File: src/rtl/mx_apb_master.sv
// mx_apb_master: APB3 initiator bridging a single-outstanding valid/ready
// register-access request onto SETUP/ACCESS phases, with an optional
// ACCESS-phase timeout and a held valid/ready response.
module mx_apb_master #(
    parameter int unsigned TIMEOUT_CYCLES = 255,
    parameter int unsigned TO_W           = 8
) (
    input  logic        PClkxCI,
    input  logic        PResetxARBI,
    input  logic        ReqValidxSI,
    output logic        ReqReadyxSO,
    input  logic        ReqWritexSI,
    input  logic [29:0] ReqAddrxDI,
    input  logic [31:0] ReqWDataxDI,
    output logic        RspValidxSO,
    input  logic        RspReadyxSI,
    output logic [31:0] RspRDataxDO,
    output logic        RspErrxSO,
    output logic        RspTimeoutxSO,
    output logic        PEnClkxSO,
    output logic        PSelxSO,
    output logic        PEnablexSO,
    output logic        PWritexSO,
    output logic [29:0] PAddrxDO,
    output logic [31:0] PWDataxDO,
    input  logic        PReadyxSI,
    input  logic [31:0] PRDataxDI,
    input  logic        PSlverrxSI
);

    localparam logic [1:0] ST_IDLE   = 2'd0;
    localparam logic [1:0] ST_SETUP  = 2'd1;
    localparam logic [1:0] ST_ACCESS = 2'd2;
    localparam logic [1:0] ST_RESP   = 2'd3;

    // Counter holds the number of ACCESS cycles already completed; the
    // timeout fires on the ACCESS cycle whose count equals TIMEOUT_CYCLES-1.
    localparam logic [TO_W-1:0] TO_SAT  = TO_W'(TIMEOUT_CYCLES);
    localparam logic [TO_W-1:0] TO_LAST = TO_W'(TIMEOUT_CYCLES - 32'd1);
    localparam logic            TO_EN   = (TIMEOUT_CYCLES != 32'd0);

    logic [1:0]      state_q, state_d;
    logic [TO_W-1:0] cnt_q, cnt_d;
    logic            req_ready_q, req_ready_d;
    logic            psel_q, psel_d;
    logic            penable_q, penable_d;
    logic            pwrite_q, pwrite_d;
    logic [29:0]     paddr_q, paddr_d;
    logic [31:0]     pwdata_q, pwdata_d;
    logic            rsp_valid_q, rsp_valid_d;
    logic [31:0]     rsp_rdata_q, rsp_rdata_d;
    logic            rsp_err_q, rsp_err_d;
    logic            rsp_to_q, rsp_to_d;
    logic            timeout_hit_s;

    assign timeout_hit_s = TO_EN && (cnt_q == TO_LAST);

    // Next-state and next-output computation for the transfer FSM.
    always_comb begin
        state_d     = state_q;
        cnt_d       = cnt_q;
        req_ready_d = req_ready_q;
        psel_d      = psel_q;
        penable_d   = penable_q;
        pwrite_d    = pwrite_q;
        paddr_d     = paddr_q;
        pwdata_d    = pwdata_q;
        rsp_valid_d = rsp_valid_q;
        rsp_rdata_d = rsp_rdata_q;
        rsp_err_d   = rsp_err_q;
        rsp_to_d    = rsp_to_q;
        case (state_q)
            ST_IDLE: begin
                if (ReqValidxSI && req_ready_q) begin
                    state_d     = ST_SETUP;
                    req_ready_d = 1'b0;
                    psel_d      = 1'b1;
                    penable_d   = 1'b0;
                    pwrite_d    = ReqWritexSI;
                    paddr_d     = ReqAddrxDI;
                    pwdata_d    = ReqWDataxDI;
                    cnt_d       = '0;
                end else begin
                    req_ready_d = 1'b1;
                end
            end
            ST_SETUP: begin
                state_d   = ST_ACCESS;
                psel_d    = 1'b1;
                penable_d = 1'b1;
            end
            ST_ACCESS: begin
                if (PReadyxSI) begin
                    // PReady wins over a coincident timeout.
                    state_d     = ST_RESP;
                    psel_d      = 1'b0;
                    penable_d   = 1'b0;
                    rsp_valid_d = 1'b1;
                    rsp_rdata_d = (pwrite_q || PSlverrxSI) ? 32'h0000_0000 : PRDataxDI;
                    rsp_err_d   = PSlverrxSI;
                    rsp_to_d    = 1'b0;
                end else if (timeout_hit_s) begin
                    state_d     = ST_RESP;
                    psel_d      = 1'b0;
                    penable_d   = 1'b0;
                    rsp_valid_d = 1'b1;
                    rsp_rdata_d = 32'h0000_0000;
                    rsp_err_d   = 1'b1;
                    rsp_to_d    = 1'b1;
                end else begin
                    cnt_d = (cnt_q == TO_SAT) ? cnt_q : cnt_q + {{(TO_W-1){1'b0}}, 1'b1};
                end
            end
            ST_RESP: begin
                if (RspReadyxSI) begin
                    state_d     = ST_IDLE;
                    rsp_valid_d = 1'b0;
                    req_ready_d = 1'b1;
                end else begin
                    rsp_valid_d = 1'b1;
                end
            end
            default: begin
                state_d     = ST_IDLE;
                psel_d      = 1'b0;
                penable_d   = 1'b0;
                rsp_valid_d = 1'b0;
                req_ready_d = 1'b0;
            end
        endcase
    end

    // State and registered-output update; async reset idles the bus at once.
    always_ff @(posedge PClkxCI or negedge PResetxARBI) begin
        if (!PResetxARBI) begin
            state_q     <= ST_IDLE;
            cnt_q       <= '0;
            req_ready_q <= 1'b0;
            psel_q      <= 1'b0;
            penable_q   <= 1'b0;
            pwrite_q    <= 1'b0;
            paddr_q     <= 30'd0;
            pwdata_q    <= 32'd0;
            rsp_valid_q <= 1'b0;
            rsp_rdata_q <= 32'd0;
            rsp_err_q   <= 1'b0;
            rsp_to_q    <= 1'b0;
        end else begin
            state_q     <= state_d;
            cnt_q       <= cnt_d;
            req_ready_q <= req_ready_d;
            psel_q      <= psel_d;
            penable_q   <= penable_d;
            pwrite_q    <= pwrite_d;
            paddr_q     <= paddr_d;
            pwdata_q    <= pwdata_d;
            rsp_valid_q <= rsp_valid_d;
            rsp_rdata_q <= rsp_rdata_d;
            rsp_err_q   <= rsp_err_d;
            rsp_to_q    <= rsp_to_d;
        end
    end

    // The clock-enable request follows PSel: high exactly in SETUP and ACCESS.
    assign ReqReadyxSO   = req_ready_q;
    assign PEnClkxSO     = psel_q;
    assign PSelxSO       = psel_q;
    assign PEnablexSO    = penable_q;
    assign PWritexSO     = pwrite_q;
    assign PAddrxDO      = paddr_q;
    assign PWDataxDO     = pwdata_q;
    assign RspValidxSO   = rsp_valid_q;
    assign RspRDataxDO   = rsp_rdata_q;
    assign RspErrxSO     = rsp_err_q;
    assign RspTimeoutxSO = rsp_to_q;

endmodule

File: config.mk
export PLATFORM = sky130hd
export DESIGN_NAME = mx_apb_master
export DESIGN_NICKNAME = d
export VERILOG_FILES = /design/src/rtl/mx_apb_master.sv
export SDC_FILE = /design/constraint.sdc
export NUM_CORES = 1
export LEC_CHECK = 0
export ABC_AREA = 0
export CAP_MARGIN = 20
export CORE_MARGIN = 1
export CORE_UTILIZATION = 46
export CTS_BUF_LIST = sky130_fd_sc_hd__clkbuf_4 sky130_fd_sc_hd__clkbuf_8
export CTS_CLUSTER_SIZE = 30
export DETAILED_ROUTE_END_ITERATION = 8
export PLACE_DENSITY = 0.88
export SETUP_SLACK_MARGIN = 0.4
export SLEW_MARGIN = 25
export SYNTH_ARGS = -nofsm -noshare
export SYNTH_HDL_FRONTEND = slang
export SYNTH_SLANG_ARGS = --single-unit
File: constraint.sdc
create_clock -name PClkxCI -period 3.01 [get_ports PClkxCI]
set_clock_uncertainty 0.15 [all_clocks]
set_input_delay 0.7525 -clock PClkxCI [delete_from_list [all_inputs] [get_ports PClkxCI]]
set_output_delay 0.7525 -clock PClkxCI [all_outputs]
set_load 0.02 [all_outputs]
---- Word level (Yosys, flattened, before mapping) ----
Index checks and enable logic that the tools add are counted.
cells by class
  $add $sub $neg .......................... 1
  equality and inequality tests ........... 11
  multiplexer cells ....................... 28
  reductions and logical operators ........ 15
operator list
  operator               number
  $mux W32               3
  $mux W8                4
  $eq A8 B8 Y1 const B   2
  $pmux W8 S2            1
  $mux W1                11
  $ne A2 B2 Y1 const B   5
  $add A8 B1 Y8 const B  1
  $mux W2                4
  $pmux W2 S4            1
  $reduce_and A2 Y1      4
  $reduce_bool A2 Y1     4
  $pmux W1 S3            2
  $reduce_and A3 Y1      2
  $reduce_and A5 Y1      1
  $eq A2 B2 Y1 const B   2
  $pmux W1 S2            2
  $ne A3 B3 Y1 const B   1
  $reduce_bool A3 Y1     1
  $eq A2 B1 Y1 const B   1
  $logic_not A2 Y1       1
  $logic_and A1 B1 Y1    1
  $logic_or A1 B1 Y1     1
storage, ports and cells
  register bits after elaboration ......... 111
  logic and storage cells ................. 67

---- Logic depth before layout (Yosys ltp) ----
  depth in word-level cells ............... 5
  mapped depth ............................ 8

---- Worst setup path after synthesis ----
OpenSTA, ideal clock, no wires.
  path kind ............................... input -> register
  start ................................... input port ReqValidxSI
  end ..................................... register paddr_q[10], in the netlist PAddrxDO[10]
  arrival time ............................ 1.723 ns
  required time ........................... 2.735 ns
  slack ................................... 1.012 ns
  stages on the path ...................... 4
  buffers on the path ..................... 2
  path through ............................ nand3_1 -> clkbuf_1 -> buf_2 -> mux2_2
between the ends
  cells in the longest elaborated chain, start to end .. 2
RTL lines
  what                                line  RTL
  start: declaration                  10    input logic ReqValidxSI,
  $logic_and A1 B1 Y1                 74    if (ReqValidxSI && req_ready_q) begin
  $reduce_and A2 Y1 (no source line)  --
  end signal: assignment              155   paddr_q <= paddr_d;
  end: declaration                    48    logic [29:0] paddr_q, paddr_d;
Every way passes these cells.
A chain may end at the register's enable or synchronous reset.

---- Final worst setup path ----
  start ................................... register state_q[0]
  end ..................................... register cnt_q[7]
between the ends
  cells in the longest elaborated chain, start to end .. 3
  elaborated cells between the ends (all ways) .. 9
RTL lines
  what                                                                        line  RTL
  start: declaration                                                          42    logic [1:0] state_q, state_d;
  start signal: assignment                                                    149   state_q <= state_d;
  $eq A2 B2 Y1 / $logic_not A2 Y1 (equally long branches)                     72    case (state_q)
  $ne A2 B2 Y1 (no source line) / $reduce_bool A2 Y1 (equally long branches)  --
  $reduce_and A5 Y1 (no source line)                                          --
  end signal: assignment                                                      150   cnt_q <= cnt_d;
  end: declaration                                                            43    logic [TO_W-1:0] cnt_q, cnt_d;
Parallel ways exist; a longest one is shown, timed or not.

==> flow_summary.ini <==
[sta]
rsz0062_at_grt = no
hold_viol = 0
fin_crit_sh_pct = 80.9
worst_slack_ns = 0.576
worst_pin_slew_ns = 0.665
finalSetupViolations = 0
period_needed_ns = 2.43
fmax_mhz = 411
slew_headroom_pct = 55.7
tns_ns = 0
slew_violations = 0

[pwr]
power_switching_share_pct = 37.3
power.internal_uw = 4440
power.density_mw_per_mm2 = 1040
power.switching_uw = 2650
p_leak_uw = 0.00293
share_comb_of_total_power_pct = 52.3
clock_power_share_pct = 11.6
ir_drop_v = 0.000580
pwr-share-seq_pct = 36.2

[cts]
cts_buffers = 9
htreeDepth = 3
clk_pin_slew_worst_paths_ns = 0.10
cts_setup_buffers = 0
cts_resized = 0
ctsLongestPathBuffers = 2
clock-root-buffer = clkbuf_8
cts_sinks = 111
worstSkewPairLatency_ns = 0.36
tritoncts = yes
cts_hold_buf = 0

[layout]
finalNonFillerCells = 635
num_antenna_cells = 0
nFillCells = 623
area_delta_synth_final_pct = 52.1
fin_area_sq_mm = 0.00678
utilization_pct = 72.7
drive_gt1_share_pct = 18.8
nets = 610

[job]
cap_violations = 0

[global_route]
grt_pass1_wl_um = 17100
overflow = 0
grt_max_degree = 59
antenna_found_initial = 0
track_usage_pct = 22.2
grt_pass1_vias = 3370

[setup_path]
cp_data_required_time_ns = 3.15
cp_max_fo = 17
crit_type = flip-flop to flip-flop
worst_setup_path_end_kind = flip-flop
cp-startpoint = state_q[0]$_DFFE_PN0P_
r2r_setup_slack_ns = 0.58
arrival_ns = 2.58
start_kind = flip-flop
worst_r2r_path_depth = 6
r2r-start = state_q[0]$_DFFE_PN0P_
r2r-end = cnt_q[7]$_DFFE_PN0P_

[logic_synthesis]
syn-num-nets = 411
synth-simple-area-share_pct = 3.96
ys_async_sr_fraction_pct = 100
synth_top_area_share_pct = 62.3
netlist_area_sq_mm = 0.00446
synth_area_leader_cell = dfrtp_1
synth_top_family_by_area = multiplexers
synth_xor_xnor_area_share_pct = 0
yosys_warnings = 0
ys_top_cells_by_count = dfrtp_1, mux2_2, a22o_1
yosysUniqueCellTypes = 40
ys_ff_latch = 111
ys_seq_area_share_pct = 62.3
syn_area_per_cell_sq_um = 14.8
synthAdderAreaFrac_pct = 2.24
synth_edf_count = 0
synthMuxAreaShare_pct = 16.6
synth_flop_cell = dfrtp_1
synth_compound_area_share_pct = 11.9
synth_most_common_cell = dfrtp_1
ys_top_cells_by_area = dfrtp_1, mux2_2, a22o_1
syn_inst = 302

[run_status]
outcome = finished, final reports clean

[detailed_routing]
vias = 3270
drt-vias-per-instance = 5.15
first_iter_violations = 104
route.detailed.drc = 0
drtAntennaViolNets = 0
wire_per_inst_um = 17.3
wl_um = 11000
drtPass1Iterations = 5

[floorplan]
dieWidth_um = 100
num_io_pins = 203
die_area_sq_mm = 0.0101
core_area_sq_mm = 0.00933
chipHeight_um = 100
initial_core_util_pct = 47.8
rows = 35

[placement]
place_ws_ns = 0.377
placed_cells = 619
place.gp.congestion = 0.824
place_area_sq_mm = 0.00660
io_buffers = 202
place.detailed.hpwl_um = 8130

[worst_hold_path]
hold_path.class = primary input to asynchronous set/reset pin
[sequential cells by signal (all words and copies together), names as in the netlist, 2 cells and up]
signal	cells
state_q	2
PWDataxDO	32
PAddrxDO	30
RspRDataxDO	32
cnt_q	8
[how the worst max path moves through the flow]
stage	end	slack [ns]	depth (start not counted)
after global routing	cnt_q[7]$_DFFE_PN0P_	0.46	6
after global placement	cnt_q[7]$_DFFE_PN0P_	0.48	5
final	cnt_q[7]$_DFFE_PN0P_	0.58	6
after floorplan	PAddrxDO[10]$_DFFE_PN0P_	1.01	4
after detailed placement	cnt_q[7]$_DFFE_PN0P_	0.38	5
after CTS	ReqReadyxSO	0.59	1
[stage by stage]
step | power [uW] | hold slack, ns
after floorplan | 4520 | 0.307
after global placement | 6180 | 0.331
after detailed placement | 6320 | 0.333
after CTS | 7170 | 0.159
after global routing | 7490 | 0.169
final | 7090 | 0.165
[worst max-delay path, cell delays in order, from the launching register on]
cell      delay (ns)
dfrtp_1         0.45
inv_1           0.14
ha_1            0.60
nand2b_1        0.17
and2_1          0.27
o41ai_1         0.39
a22o_1          0.20
[metal layers]
metal  wire length (um)  share of wire [%]  GRT usage, %
met1               4330                 39          26.8
met2               5410                 49          36.8
met3               1090                9.9          8.39
met4                159                1.4          7.13
met5                  0                  0             0
[power groups by stage]
stage                     Clock, uW  Combinational [uW]  Sequential [uW]
after global placement            0                3640             2550
after global routing            920                3920             2650
after CTS                       860                3740             2570
after detailed placement          0                3720             2600
final                           820                3700             2560
after floorplan                   0                1130             3380
[logic make-up (layout without fill, tap and decap cells)]
group	after synthesis	in the layout
simple gates	28	28
mux	66	66
buf+inv	25	229
fa+ha+maj	8	8
compound gates	64	64
flops	111	111
[cell type report]
type	count	area, sq um	area share (%)
Clock buffer	9	124	1.83
Clock inverter	7	57.6	0.848
Inverter	7	26.3	0.387
Multi-Input combinational cell	166	1560	23.0
Sequential cell	111	2780	40.9
Tap cell	129	161	2.38
Timing Repair Buffer	206	2070	30.6
[cells in the final DEF, fill, tap and decap left out, types with 2 or more instances in the layout]
cell	n
clkdlybuf4s50_1	201
a21oi_1	5
a31oi_1	3
a22o_1	35
nor2_1	3
o41ai_1	2
o31ai_1	3
nand4b_1	2
o21a_1	2
buf_4	3
o21ai_0	4
ha_1	8
inv_6	2
clkbuf_8	9
mux2_2	65
inv_1	7
dfrtp_1	111
nand2_1	3
a2bb2oi_1	2
buf_12	2
nor3b_1	2
and3_1	3
clkinv_4	4
or2_2	4
nand2b_1	2
No activity file was read; power rests on OpenSTA's default activity.
==> variant 1 (same settings) <==
Add an input register stage for `ReqAddrxDI`, cleared by the reset; this delays it by one clock. The other inputs are not delayed to match.
--- a/src/rtl/mx_apb_master.sv
+++ b/src/rtl/mx_apb_master.sv
@@ -39,6 +39,16 @@
     localparam logic [TO_W-1:0] TO_LAST = TO_W'(TIMEOUT_CYCLES - 32'd1);
     localparam logic            TO_EN   = (TIMEOUT_CYCLES != 32'd0);
 
+    logic [29:0] ReqAddrxDI_q;
+
+    always_ff @(posedge PClkxCI or negedge PResetxARBI) begin
+        if (!PResetxARBI) begin
+            ReqAddrxDI_q <= '0;
+        end else begin
+            ReqAddrxDI_q <= ReqAddrxDI;
+        end
+    end
+
     logic [1:0]      state_q, state_d;
     logic [TO_W-1:0] cnt_q, cnt_d;
     logic            req_ready_q, req_ready_d;
@@ -77,7 +87,7 @@
                     psel_d      = 1'b1;
                     penable_d   = 1'b0;
                     pwrite_d    = ReqWritexSI;
-                    paddr_d     = ReqAddrxDI;
+                    paddr_d     = ReqAddrxDI_q;
                     pwdata_d    = ReqWDataxDI;
                     cnt_d       = '0;
                 end else begin
Check against the original RTL: not equivalent (a bounded check fails within 4 cycles, from zero or initial values and one cycle with PResetxARBI low).
==> variant 1 against the original RTL <==
Cell area increased by 17%; wire length increased by 13%; setup slack got worse by 0.0086 ns; count of clock-buffer cells in the layout increased by 11; synthesized area increased by 19%; sequential cell count increased by 30; non-clock buffer count increased by 1; power increased by 20%; critical path type is now reg -> out.
==> variant 1: results (changes against the original RTL) <==
- The number of optimization iterations in the first detailed-route pass came to 4 (-1).
- The data arrival time at the worst-slack endpoint came to 1.54 ns (-1.04 ns).
- The fraction of the mapped netlist area in compound gates is 9.72% (-2.1 points).
- The count of fill cells added during filler insertion was 755 (+21%).
- The mean instance size in the synthesized netlist came to 15.2 um2 (+3.2%).
- The measured slew at the worst slew-check pin came to 0.652 ns (-0.0129 ns).
- The clock input transition at the sequential cells of the worst setup and hold paths is 0.07 ns (-0.03 ns).
- The detail-routed via count per cell came to 5.15 (about the same).
- The largest net degree at the start of global routing is 66 (+12%).
- The detailed router's first-iteration violation count was 135 (+30%).
- The static leakage came to 3.40 nW (+16%).
- The share of cell area taken by muxes after synthesis is 14.1% (-2.6 points).
- The stage delay of the slowest cell on the critical path is 0.65 ns (+0.05 ns).
- The global-route usage over all layers was 22.0% (-0.22 points).
- The area growth from synthesis to layout is 49.2%.
- The half-perimeter wire length of the detailed placement result is 8.82 mm (+8.4%).
- The worst hold slack across all endpoints is 0.153 ns (-0.0125 ns).
- Among cell families on the critical path, the largest total delay comes from buffers and inverters.
- The minimum setup slack after placement is 0.507 ns (+0.130 ns).
- The run finished with clean final reports.
- The TritonCTS buffer count was 17 (+8).
- The global placer's final weighted congestion is 0.854 (+3.7%).
- The post-route clock period utilization is 81.2% (+0.29 points).
- The sequential cell area fraction in the yosys report is 66.5% (+4.3 points).
- The critical-path maximum fanout is 5 (-12).
- The die boundary width is 109 um (+8.9%).
- The post-placement cell area is 7460 um2 (+13%).
- The worst-path cell with the longest stage delay is clkdlybuf4s50_1.
- The final net count is 665 (+9.0%).
- In this run the worst setup path begins at ReqReadyxSO.
- The highest ir drop seen on vdd is 671 uV (+16%).
variant 1: cell count changes in the layout (fill, tap and decap cells not counted), sizes merged, moves of 3 or more:
cell    before  now
nand3        2    7
nand2        3   13
nor3         0    4
o311ai       0    3
dfrtp      111  141
bufinv       0    5
clkbuf       9   20
o211ai       0    3
or2          4    1
o31ai        3    0
a22o        35   32
a31oi        3    0
variant 1: where the power goes:
group	switching [mW]	internal (mW)	total (mW)
sequential	0.433	2.62	3.05
clock	0.695	1.02	1.72
combinational	1.79	1.98	3.76
variant 1: metal layers:
metal  up-vias  global-route usage [%]  part of all wire [%]  wire [um]
met4         0                    9.33                   1.6        201
li1       1674                       -                     -          -
met5         -                       0                     0          0
met1      1808                    25.3                    38       4750
met3        18                    7.94                   7.9        980
met2       148                    37.1                    52       6470
variant 1: area by class of cell:
class,count,share of cell area (%)
multi-input combinational,180,20.7
clock buffer,20,3.32
sequential,141,44.6
clock inverter,12,2.44
timing repair buffer,207,26.4
inverter,9,0.427
tap,140,2.21
variant 1: worst paths after layout:
path	to	cells after the start
worst max-delay path	ReqReadyxSO	1
worst min-delay path	PWDataxDO[3]	1
worst max register to register	RspRDataxDO[7]	6
worst min register to register	PAddrxDO[11]	1
max in group asynchronous	PWDataxDO[28]	2
min in group PClkxCI	PAddrxDO[11]	1
variant 1: cell families (layout without fill, tap and decap cells):
family / after synthesis / in the layout
buffers and inverters: 27 / 248
AND/OR/NAND/NOR: 46 / 46
AO/OA/AOI/OAI: 60 / 60
flip-flops: 141 / 141
multiplexers: 66 / 66
adder cells (fa/ha/maj): 8 / 8
==> variant 2 (same flow settings) <==
Without the edit above. The parameter `TO_W` goes from 8 to 12.
--- a/src/rtl/mx_apb_master.sv
+++ b/src/rtl/mx_apb_master.sv
@@ -3,7 +3,7 @@
 // ACCESS-phase timeout and a held valid/ready response.
 module mx_apb_master #(
     parameter int unsigned TIMEOUT_CYCLES = 255,
-    parameter int unsigned TO_W           = 8
+    parameter int unsigned TO_W           = 12
 ) (
     input  logic        PClkxCI,
     input  logic        PResetxARBI,
Function: no difference found for any inputs over 10 cycles, from zero or initial values and one cycle with PResetxARBI low; that may be too few to reach the edited logic, so the function may still have changed.
==> variant 2 against the original RTL <==
Power increased by 16%; sequential cell count grew 4; synthesized area grew 6.7%; first-iteration DRC count rose by 25%; sequential share of layout area decreased by 1.8 points; via count is 14% higher; die area is 6.6% higher; wire length increased by 12%; setup slack better by 0.0025 ns; count of clock-buffer cells in the layout up 13; non-clock buffer count rose by 2; cell area is 8.4% higher; largest power group unchanged.
==> variant 2: results (changes against the original RTL) <==
- The global-route track usage on met2 came to 40.7% (+3.8 points).
- The clock input transition at the sequential cells of the worst setup and hold paths is 0.07 ns (-0.03 ns).
- The port buffer count is 202 (unchanged).
- The number of optimization iterations in the first detailed-route pass is 4 (-1).
- The commonest cells after synthesis are dfrtp_1 (115), mux2_2 (63), a22o_1 (32), nand2_1 (22), clkbuf_1 (14).
- The flow ran to the end, and the final reports show no timing, DRC or antenna violations.
- The clock insertion delay at the later pin of the skew report is 0.43 ns (+0.07 ns).
- The detailed router's first-iteration violation count came to 130 (+25%).
- The fraction of the mapped netlist area in compound gates came to 11.9% (+0.014 points).
- The TritonCTS buffer count is 17 (+8).
- The fraction of met1 tracks used by global routing was 26.6% (-0.21 points).
- The highest ir drop seen on vdd is 673 uV (+16%).
- The static leakage is 3.17 nW (+8.1%).
- The number of global-route vias before repair is 4004 (+19%).
- The data arrival time at the worst-slack endpoint came to 2.60 ns (+0.02 ns).
- The net count after synthesis is 459 (+12%).
- The half-perimeter wire length of the detailed placement result is 8.82 mm (+8.5%).
- The first-pass GRT wire length came to 20.1 mm (+17%).
- The wire length per cell is 17.6 um (+1.9%).
- The met2 layer wire length in the routed design is 6.28 mm (+16%).
- The global-route usage over all layers came to 24.3% (+2.1 points).
- The met3 routing resource usage after global routing is 11.1% (+2.7 points).
- The antenna diode count came to 0 (unchanged).
- The final net count is 664 (+8.9%).
- The synthesis warning total is 0 (unchanged).
- The global placer's final weighted congestion came to 0.860 (+4.4%).
- CTS placed an instance of clkbuf_8 at the clock tree root.
- The fraction of layout instances using a drive strength above 1 came to 19.5% (+0.77 points).
- The xor/xnor cell area share of the yosys netlist is 0% (unchanged).
- The detailed route wirelength on metal3 was 1.18 mm (+8.0%).
- The total instance count after detailed placement is 669 (+8.1%).
- The number of antenna violations at the first check in global routing was 0 (unchanged).
- The arithmetic-cell share of the synthesized area counting full adders, half adders and majority gates is 2.10% (-0.14 points).
- The sequential cell area fraction in the yosys report is 60.4% (-1.8 points).
- The measured slew at the worst slew-check pin is 0.821 ns (+0.156 ns).
- The count of distinct cell types in the synthesized netlist is 47 (+18%).
- The maximum buffer depth of the clock tree came to 2 (unchanged).
- The number of setup violations in the final report is 0 (unchanged).
- The count of fill cells added during filler insertion came to 634 (+1.8%).
- The min-delay analysis places its worst path in the category in -> async.
- The number of setup buffers added after CTS was 0 (unchanged).
- The sum of routed wire segments on met1 came to 4.57 mm (+5.6%).
- The mean instance size in the synthesized netlist is 13.6 um2 (-7.9%).
- After synthesis, the cell types taking the most area are dfrtp_1 (60%), mux2_2 (15%), a22o_1 (5.9%).
- The share of cell area taken by muxes after synthesis is 15.1% (-1.5 points).
- The final non-filler cell total is 701 (+10%).
- The largest net degree at the start of global routing is 65 (+10%).
- The minimum setup slack after placement is 0.272 ns (-0.105 ns).
- The detail-routed via count per cell was 5.30 (+2.8%).
- The critical-path maximum fanout is 32 (+15).
- The total number of H-tree levels came to 4 (+1).
==> variant 2: worst paths after layout <==
check	cells past startpoint	from	to	slack (ns)
hold reg to reg	1	RspTimeoutxSO	RspTimeoutxSO	0.36
setup reg to reg	4	cnt_q[8]	RspRDataxDO[14]	0.58
max in group asynchronous	2	PResetxARBI	PWDataxDO[18]	1.83
min in group PClkxCI	1	RspTimeoutxSO	RspTimeoutxSO	0.36
setup / recovery	4	cnt_q[8]	RspRDataxDO[14]	0.58
hold / removal	1	PResetxARBI	cnt_q[8]	0.1
==> variant 2: worst max-delay path, stage by stage (launching register included) <==
cell and delay (ns):
dfrtp_1 0.46, or4_4 0.59, nor4_4 0.47, o21ai_4 0.30, a22o_1 0.33
==> variant 2: cell type report <==
| type | count | area [um2] | area share, % |
|---|---|---|---|
| flip-flops and latches | 115 | 2880 | 39.1 |
| repair buffers | 208 | 2080 | 28.3 |
| multi-input cells | 206 | 1760 | 23.9 |
| clock buffers | 22 | 297 | 4.03 |
| well taps | 133 | 166 | 2.26 |
| clock inverters | 10 | 153 | 2.08 |
| inverters | 7 | 26.3 | 0.357 |
==> variant 2: cells by family after synthesis <==
logic type / count (synthesis)
flip-flops: 115
multiplexers: 64
AO/OA/AOI/OAI: 70
adder cells (fa/ha/maj): 8
buffers and inverters: 29
AND/OR/NAND/NOR: 64
==> variant 2: report_power, final <==
group	internal (mW)	switching, mW
logic	2.01	1.85
clock network	0.993	0.610
registers	2.27	0.454
==> variant 2: through the flow <==
step / hold WS, ns / area [um2]
final: 0.0956 / 7350
after global routing: 0.0970 / 7350
after CTS: 0.0767 / 7350
after detailed placement: 0.341 / 6900
after global placement: 0.323 / 6900
after floorplan: 0.307 / 4760
